$ cat src/rtl/reg_word_packer_pkg.sv
// Shared types and sizing for the 256-bit register-store word packer.
// Block geometry, counter widths and the packer FSM state encoding.
package reg_word_packer_pkg;

  localparam int unsigned WORD_W    = 32;
  localparam int unsigned NUM_WORDS = 8;
  localparam int unsigned BLOCK_W   = 256;
  localparam int unsigned COUNT_W   = 8;

  typedef enum logic [1:0] {
    StFill,
    StWrite,
    StRead,
    StCheck
  } state_e;

endpackage

$ cat src/rtl/reg_word_packer_if.sv
// Word-stream and register-store signals of the packer, bundled with modports.
// master = upstream feeder / register store / controller; slave = the packer.
interface reg_word_packer_if;

  logic                                        inValid;
  logic                                        inReady;
  logic [reg_word_packer_pkg::WORD_W-1:0]      inData;
  logic                                        inLast;
  logic                                        regEN;
  logic                                        regRW;
  logic [reg_word_packer_pkg::BLOCK_W-1:0]     regWrite;
  logic [reg_word_packer_pkg::BLOCK_W-1:0]     regBus;
  logic                                        done;
  logic                                        mismatch;
  logic [reg_word_packer_pkg::COUNT_W-1:0]     blockCount;

  modport master (
    output inValid,
    output inData,
    output inLast,
    output regBus,
    input  inReady,
    input  regEN,
    input  regRW,
    input  regWrite,
    input  done,
    input  mismatch,
    input  blockCount
  );

  modport slave (
    input  inValid,
    input  inData,
    input  inLast,
    input  regBus,
    output inReady,
    output regEN,
    output regRW,
    output regWrite,
    output done,
    output mismatch,
    output blockCount
  );

endinterface

$ cat src/rtl/reg_word_packer.sv
// Packs up to NUM_WORDS upstream words into one block, writes it to the register
// store, reads it back and flags any read-back mismatch.
module reg_word_packer #(
  parameter int unsigned WORD_W    = 32,
  parameter int unsigned NUM_WORDS = 8
) (
  input  logic              clk,
  input  logic              rst_n,
  reg_word_packer_if.slave  bus
);

  import reg_word_packer_pkg::*;

  localparam int unsigned CntW = $clog2(NUM_WORDS);
  localparam logic [CntW-1:0] LastIdx = CntW'(NUM_WORDS - 1);

  state_e               state_q, state_d;
  logic [BLOCK_W-1:0]   block_q, block_d;
  logic [CntW-1:0]      word_cnt_q, word_cnt_d;
  logic [COUNT_W-1:0]   block_count_q, block_count_d;

  logic ready;
  logic accept;
  logic commit;

  // Ready is gated by reset so nothing is handshaked while the block is held.
  assign ready  = (state_q == StFill) && rst_n;
  assign accept = bus.inValid && ready;
  assign commit = accept && (bus.inLast || (word_cnt_q == LastIdx));

  // State register.
  always_ff @(posedge clk) begin
    if (!rst_n) begin
      state_q <= StFill;
    end else begin
      state_q <= state_d;
    end
  end

  // Next-state logic.
  always_comb begin
    state_d = state_q;
    unique case (state_q)
      StFill:  if (commit) state_d = StWrite;
      StWrite: state_d = StRead;
      StRead:  state_d = StCheck;
      StCheck: state_d = StFill;
      default: state_d = StFill;
    endcase
  end

  // Outputs decoded from the current state.
  always_comb begin
    bus.inReady    = ready;
    bus.regEN      = (state_q == StWrite) || (state_q == StRead);
    bus.regRW      = (state_q != StWrite);
    bus.regWrite   = block_q;
    bus.done       = (state_q == StCheck);
    bus.mismatch   = (state_q == StCheck) && (bus.regBus != block_q);
    bus.blockCount = block_count_q;
  end

  // Lane insert: accepted word lands at its arrival slot; CHECK clears for the next block.
  always_comb begin
    block_d    = block_q;
    word_cnt_d = word_cnt_q;
    if (accept) begin
      block_d[word_cnt_q*WORD_W +: WORD_W] = bus.inData;
      word_cnt_d = word_cnt_q + 1'b1;
    end else if (state_q == StCheck) begin
      block_d    = '0;
      word_cnt_d = '0;
    end
  end

  // Completed-block counter wraps silently.
  always_comb begin
    block_count_d = block_count_q;
    if (state_q == StCheck) begin
      block_count_d = block_count_q + 1'b1;
    end
  end

  always_ff @(posedge clk) begin
    if (!rst_n) begin
      block_q       <= '0;
      word_cnt_q    <= '0;
      block_count_q <= '0;
    end else begin
      block_q       <= block_d;
      word_cnt_q    <= word_cnt_d;
      block_count_q <= block_count_d;
    end
  end

endmodule

$ cat src/flat_wrapper.sv
// flat-port wrapper written by rule: the top's interface ports become plain ports
module reg_word_packer_flat import reg_word_packer_pkg::*;
#(
  parameter int unsigned WORD_W    = 32,
  parameter int unsigned NUM_WORDS = 8
)
  (clk, rst_n, bus_inValid, bus_inData, bus_inLast, bus_regBus, bus_inReady, bus_regEN, bus_regRW, bus_regWrite, bus_done, bus_mismatch, bus_blockCount);
  reg_word_packer_if bus_i ();
  input  logic clk;
  input  logic rst_n;
  input wire logic [$bits(bus_i.inValid)-1:0] bus_inValid;
  input wire logic [$bits(bus_i.inData)-1:0] bus_inData;
  input wire logic [$bits(bus_i.inLast)-1:0] bus_inLast;
  input wire logic [$bits(bus_i.regBus)-1:0] bus_regBus;
  output wire logic [$bits(bus_i.inReady)-1:0] bus_inReady;
  output wire logic [$bits(bus_i.regEN)-1:0] bus_regEN;
  output wire logic [$bits(bus_i.regRW)-1:0] bus_regRW;
  output wire logic [$bits(bus_i.regWrite)-1:0] bus_regWrite;
  output wire logic [$bits(bus_i.done)-1:0] bus_done;
  output wire logic [$bits(bus_i.mismatch)-1:0] bus_mismatch;
  output wire logic [$bits(bus_i.blockCount)-1:0] bus_blockCount;
  assign bus_i.inValid = bus_inValid;
  assign bus_i.inData = bus_inData;
  assign bus_i.inLast = bus_inLast;
  assign bus_i.regBus = bus_regBus;
  assign bus_inReady = bus_i.inReady;
  assign bus_regEN = bus_i.regEN;
  assign bus_regRW = bus_i.regRW;
  assign bus_regWrite = bus_i.regWrite;
  assign bus_done = bus_i.done;
  assign bus_mismatch = bus_i.mismatch;
  assign bus_blockCount = bus_i.blockCount;
  reg_word_packer #(.WORD_W(WORD_W), .NUM_WORDS(NUM_WORDS)) u_core (.clk(clk), .rst_n(rst_n), .bus(bus_i));
endmodule
$ cat config.mk
export PLATFORM = sky130hd
export DESIGN_NAME = reg_word_packer_flat
export DESIGN_NICKNAME = d
export VERILOG_FILES = /design/src/rtl/reg_word_packer_pkg.sv /design/src/rtl/reg_word_packer_if.sv /design/src/rtl/reg_word_packer.sv /design/src/flat_wrapper.sv
export SDC_FILE = /design/constraint.sdc
export NUM_CORES = 1
export LEC_CHECK = 0
export BUFFER_PORTS_ARGS = -buffer_cell sky130_fd_sc_hd__buf_4
export CAP_MARGIN = 20
export CORE_ASPECT_RATIO = 0.8
export CORE_UTILIZATION = 25
export CTS_CLUSTER_DIAMETER = 50
export DETAILED_ROUTE_END_ITERATION = 16
export GPL_TIMING_DRIVEN = 1
export PLACE_DENSITY_LB_ADDON = 0.3
export SETUP_SLACK_MARGIN = 0.05
export SYNTH_ARGS = -nofsm -noshare
export SYNTH_HDL_FRONTEND = slang
export SYNTH_SLANG_ARGS = --single-unit
$ cat constraint.sdc
create_clock -name clk -period 3.15 [get_ports clk]
set_clock_uncertainty 0.2 [all_clocks]
set_input_delay 0.315 -clock clk [delete_from_list [all_inputs] [get_ports clk]]
set_output_delay 0.315 -clock clk [all_outputs]
set_load 0.05 [all_outputs]
-- After elaboration in Yosys (flattened, before gate mapping)
Index checks and enable logic that the tools add are counted.
- bits in latches: 0
- memories: 0
- memory bits (read-only): 0
- output and inout port bits: 269
- bits of input ports: 292
- flip-flop bits (word level): 269
- bits in writable memories: 0
- $mul: 0
- reduce and logical (&&, ||, !) cells: 8
- div/mod/pow operators: 0
- add/sub/neg operators: 3
- eq/ne operators: 7
- shift operators: 2
- bitwise logic cells: 0
- $lt $le $gt $ge: 0
- multiplexer cells: 7
- operator list (kind ; number):
    2-to-1 mux 256 bit ; 2
    bitwise mux 256 bit ; 1
    != test 256 bit ; 1
    variable shift 32 x 34 -> 256 bit, first input constant ; 1
    indexed part select 32 x 34 -> 256 bit ; 1
    negation 8 -> 34 bit ; 1
    adder 8 x 1 -> 8 bit, second input constant ; 1
    case mux 2 bit (4 select lines) ; 1
    2-to-1 mux 3 bit ; 2
    equality test 2 bit, second input constant ; 2
    logical AND 1 bit ; 4
    != test 2 x 1 -> 1 bit, second input constant ; 2
    adder 3 x 1 -> 3 bit, second input constant ; 1
    equality test 3 bit, second input constant ; 1
    equality test 2 x 1 -> 1 bit, second input constant ; 1
    logical NOT 2 bit ; 1
    logical OR 1 bit ; 2
    2-to-1 mux 2 bit ; 1
    nonzero test 2 bit ; 1

-- Logic depth before layout (Yosys ltp)
- word-level depth: 6
- mapped depth: 12

-- Least setup slack after synthesis
No wires, ideal clock.
- path type: reg2reg
- start: reg u_core.word_cnt_q[0]
- end: reg u_core.block_q[102] (netlist: u_core.bus.regWrite[102])
- required time: 2.827 ns
- stages on the path, launching flop included: 12
- setup slack: 0.566 ns
- arrival time: 2.261 ns
- setup time: 0.123 ns
- cell sequence: dfxtp_1 buf_2 inv_1 ha_1 ha_1 buf_4 nand4_1 or3_1 clkbuf_1 buf_2 nand3_1 a21boi_0
- cells in the longest elaborated chain, start to end: 4
- RTL lines (element ; RTL line ; source):
    from (decl) ; reg_word_packer.sv:19 ; logic [CntW-1:0] word_cnt_q, word_cnt_d;
    from (signal assigned) ; reg_word_packer.sv:91 ; word_cnt_q <= word_cnt_d;
    negation 8 -> 34 bit * ; reg_word_packer.sv:68 ; block_d[word_cnt_q*WORD_W +: WORD_W] = bus.inData;
    indexed part select 32 x 34 -> 256 bit or variable shift 32 x 34 -> 256 bit (tied branches) ; reg_word_packer.sv:68 ;
    bitwise mux 256 bit * ; reg_word_packer.sv:68 ;
    2-to-1 mux 256 bit * ; reg_word_packer.sv:67 ; if (accept) begin
    to (signal assigned) ; reg_word_packer.sv:90 ; block_q <= block_d;
    to (decl) ; reg_word_packer.sv:18 ; logic [BLOCK_W-1:0] block_q, block_d;
Every way passes the cells marked *; elsewhere a longest branch is shown, timed or not.
A chain may end at the register's enable or synchronous reset.

-- Worst setup path after layout
- start: reg u_core.block_q[42] (netlist: u_core.bus.regWrite[42])
- end: out bus_mismatch
- cells in the longest elaborated chain, start to end: 2
- RTL lines (element ; RTL line ; source):
    != test 256 bit ; reg_word_packer.sv:59 ; bus.mismatch = (state_q == StCheck) && (bus.regBus != block_q);
    logical AND 1 bit ; reg_word_packer.sv:59 ;
    to (decl) ; flat_wrapper.sv:20 ; output wire logic [$bits(bus_i.mismatch)-1:0] bus_mismatch;
No other way between the ends.

==> impl_table.tex <==
\begin{tabular}{lr}
\hline
Metric & Value \\
\hline
\multicolumn{2}{l}{\textbf{Run status}} \\
\quad Run status & complete, but fails checks \\
\quad Failing checks & negative setup slack \\
\multicolumn{2}{l}{\textbf{Job}} \\
\quad Max cap viols & 0 \\
\multicolumn{2}{l}{\textbf{Route}} \\
\quad Routed wire per std cell & 28.0 um \\
\quad Remaining routing DRC violations & 0 \\
\quad DRT iter0 DRCs & 1396 \\
\quad Drt pass-1 iters & 6 \\
\quad Routed via count & 14800 \\
\quad Post-detailed-routing wire length & 81700 um \\
\quad Remaining number of nets flagged by the antenna check after routing & 0 \\
\quad Via count normalized by instance count & just over 5 \\
\multicolumn{2}{l}{\textbf{Timing}} \\
\quad Hold slack final & 0.153 ns \\
\quad Final Slew Violations & 0 \\
\quad Final hold violation count & 0 \\
\quad Worst setup margin & -0.170 ns \\
\quad Final worst path period need & 3.32 ns \\
\quad Setup repair after global routing missed its margin & yes \\
\quad Slew at the pin closest to its max-slew limit & 0.975 ns \\
\quad Final critical-path share of the clock period & 1.05 \\
\quad Top achievable clock speed & 301 MHz \\
\quad Relative slew slack & 0.350 \\
\quad Setup violators final & 1 \\
\multicolumn{2}{l}{\textbf{Global routing}} \\
\quad First-pass GRT wire length & 110000 um \\
\quad Via count of the first global-routing pass & 14100 \\
\quad Antenna violations before repair & 2 \\
\quad Maximum number of pins on one net before global-route repair & 107 \\
\quad Combined global-route utilization of all metal layers & 0.281 \\
\quad Total congestion overflow after global routing & 0 \\
\multicolumn{2}{l}{\textbf{Power}} \\
\quad P per Cell Area & 514 nW/um\^{}2 \\
\quad Worst IR drop on VDD & about 360 uV \\
\quad Leakage power of the design & 8.15 nW \\
\quad Post-layout total power & 11.0 mW \\
\multicolumn{2}{l}{\textbf{Die}} \\
\quad Core outline area & 54100 um\^{}2 \\
\quad Horiz. Die Dim & 264 um \\
\quad Initial cell density of the core & 0.254 \\
\quad DIE HEIGHT & 212 um \\
\quad Number of primary I/O pins & 561 \\
\quad Area enclosed by the die boundary & 56000 um\^{}2 \\
\quad Site Rows & 76 \\
\multicolumn{2}{l}{\textbf{Setup path}} \\
\quad Data arrival at the endpoint of the critical path & about 2.8 ns \\
\quad Top cell by count, worst path & sky130\_fd\_sc\_hd\_\_nand4\_1 \\
\quad Worst path max stage delay & 0.44 ns \\
\quad Combined buffer and inverter count along the critical path & 1 \\
\quad Required time at the endpoint of the critical path & between 2 and 3 ns \\
\quad Setup CP Type & reg -> out \\
\quad Crit Path Max Fanout & 3 \\
\quad Worst reg2reg setup slack & 0.27 ns \\
\quad Critical path startpoint category & flop \\
\quad Ordered cell list for the critical path & xnor2\_1, nand4\_1, nor4\_4, nand4\_1, o41a\_1, buf\_6 \\
\quad Crit end category & primary output \\
\quad Slowest stage cell, crit path & sky130\_fd\_sc\_hd\_\_nand4\_1 \\
\quad Family with the most delay on the worst path & simple AND/OR/NAND/NOR gates \\
\multicolumn{2}{l}{\textbf{Layout}} \\
\quad Number of fillers in the final layout & approximately 5500 \\
\quad Layout cells sized above 1 & 0.370 \\
\quad Final nets & 2481 \\
\quad Number of standard cells in the layout, taps in and fillers out & 2914 \\
\quad Area grow syn2layout & 55.5\% \\
\quad Utilization of the core after routing & 0.395 \\
\multicolumn{2}{l}{\textbf{CTS}} \\
\quad Number of clock sinks & 269 \\
\quad Clock Tree Root & sky130\_fd\_sc\_hd\_\_clkbuf\_16 \\
\quad Number of buffers inserted to repair setup after CTS & 0 \\
\quad Htree depth & 2 \\
\quad Clock Path Buffers & 3 \\
\quad CTS clk-pin slew, worst paths & 0.06 ns \\
\quad TritonCTS clock tree & built \\
\quad Num CTS Buffers & 41 \\
\quad Clock latency of the later-clocked register in the worst-skew pair & 0.56 ns \\
\multicolumn{2}{l}{\textbf{Synthesis}} \\
\quad Count of flip-flops with a built-in enable after synthesis & 0 \\
\quad Number of synthesis warnings & 0 \\
\quad Xor and xnor area share after synthesis & 0.166 \\
\quad Simple-gate portion of the synthesized area & 0.236 \\
\quad Share of cell area taken by muxes after synthesis & 0.000728 \\
\quad Number of instances in the synthesized netlist & 1587 \\
\quad Primary flip-flop cell chosen by synthesis mapping & sky130\_fd\_sc\_hd\_\_dfxtp\_1 \\
\quad Complex-gate fraction of the synthesized area & 0.146 \\
\quad Proportion of synthesized flip-flops having asynchronous set or reset & 0 \\
\quad Seq/Total Area, Yosys & 0.392 \\
\quad Count of unique library cells instantiated by Yosys & 44 \\
\quad Post-Synth Adder-Cell Area & 0.0100 \\
\quad Number of flip-flops and latches in the synthesized netlist & 269 \\
\quad Post-synthesis instance area & 13800 um\^{}2 \\
\quad Post-Synthesis Net Count & 1890 \\
\quad Main combinational cell family by area after synthesis & simple AND/OR/NAND/NOR gates \\
\quad Mean Syn Cell Area & just under 9 um\^{}2 \\
\multicolumn{2}{l}{\textbf{Placement}} \\
\quad Dpl cells & 2803 \\
\quad Place WS & -0.397 ns \\
\quad Number of I/O port buffers & 560 \\
\quad Final RePlAce weighted congestion & 0.885 \\
\quad HPWL after detailed placement & 62400 um \\
\multicolumn{2}{l}{\textbf{Worst hold path}} \\
\quad Hold crit path type & in -> reg \\
\hline
\end{tabular}
## Yosys cell counts (all sizes together), types with 2 or more instances
library cell  number  area share
dfxtp            269        0.39
buf               71       0.028
nor3               2      0.0019
nand2            119       0.033
a21boi           205        0.11
and2              32       0.015
nor2b             34       0.015
a21oi              2     0.00073
clkbuf            76       0.021
nor4              18      0.0097
or3                5      0.0023
inv                6      0.0016
a22oi             32       0.021
ha                11       0.010
nand4             74       0.034
nor2               6      0.0020
xnor2            260        0.17
nand3            323        0.12
o21ai             28       0.010
and3               3      0.0014
## worst paths after layout
check | from | end | depth (start not counted)
min | bus_inValid | u_core.word_cnt_q[0] | 3
max | u_core.bus.regWrite[42] | bus_mismatch | 6
max reg2reg | u_core.word_cnt_q[1] | u_core.bus.regWrite[32] | 10
min reg2reg | u_core.bus.regWrite[196] | u_core.bus.regWrite[196] | 2
## what timing repair did
action                                  4_1_cts  5_1_grt
hold buffers                                 34        0
pin swaps                                    20        4
endpoints found under the hold margin       224        0
endpoints found under the setup margin        1        1
gates resized for setup                      61       11
## metrics by stage
stage               area [um^2]  TNS [ns]
detailed placement        19100    -0.397
global route              21400    -0.206
floorplan                 13800         0
finish                    21400    -0.170
global placement          19100    -0.457
CTS                       21300    -0.148
## per-layer routing
| metal | vias up | track usage | share of wire |
|---|---|---|---|
| li1 | 6711 | - | - |
| met1 | 7274 | 0.371 | 0.43 |
| met2 | 723 | 0.456 | 0.46 |
| met3 | 105 | 0.0528 | 0.070 |
| met4 | 0 | 0.103 | 0.034 |
| met5 | - | 0 | 0 |
## power by group
group	total, mW	internal, mW	switching [mW]	leakage, nW
logic	2.43	0.861	1.56	5.24
registers	3.56	3.47	0.0856	2.17
clock network	5.00	3.10	1.90	0.734
## placed cells by master, fill, tap and decap left out, drive strengths merged, types with 11 or more instances in the layout
cell type and n:
nand3 323, o21ai 28, ha 11, a21boi 205, nand2 119, a22oi 32
buf 661, inv 16, dlygate4sd3 34, nand4 74, dfxtp 269, xnor2 260
nor4 18, and2 32, clkbuf 51, nor2b 34
## area by class of cell
class / instances / area [um^2] / share of cell area
antenna: 2 / 5.00 / 0.000234
inverter: 6 / 22.5 / 0.00105
multi-input combinational: 1165 / 8180 / 0.382
clock buffer: 51 / 1170 / 0.0545
clock inverter: 24 / 320 / 0.0150
tap: 702 / 878 / 0.0411
timing repair buffer: 695 / 5410 / 0.253
sequential: 269 / 5400 / 0.253
## cells by family after synthesis
group	after synthesis
AND/OR/NAND/NOR	623
AO/OA/AOI/OAI	269
flip-flops	269
XOR/XNOR	261
buffers and inverters	153
adder cells (fa/ha/maj)	11
multiplexers	1
## tightest hold or removal path, delay by kind of cell
family / cells / cell delay (ns)
simple gates: 1 / 0.29
compound gates: 1 / 0.12
buf+inv: 1 / 0.13
## flip-flops by register name, indices dropped and copies added, names as in the netlist
name / cells
u_core.bus.blockCount: 8
u_core.bus.regWrite: 256
u_core.state_q: 2
u_core.word_cnt_q: 3
No activity file was read; power rests on OpenSTA's default activity.
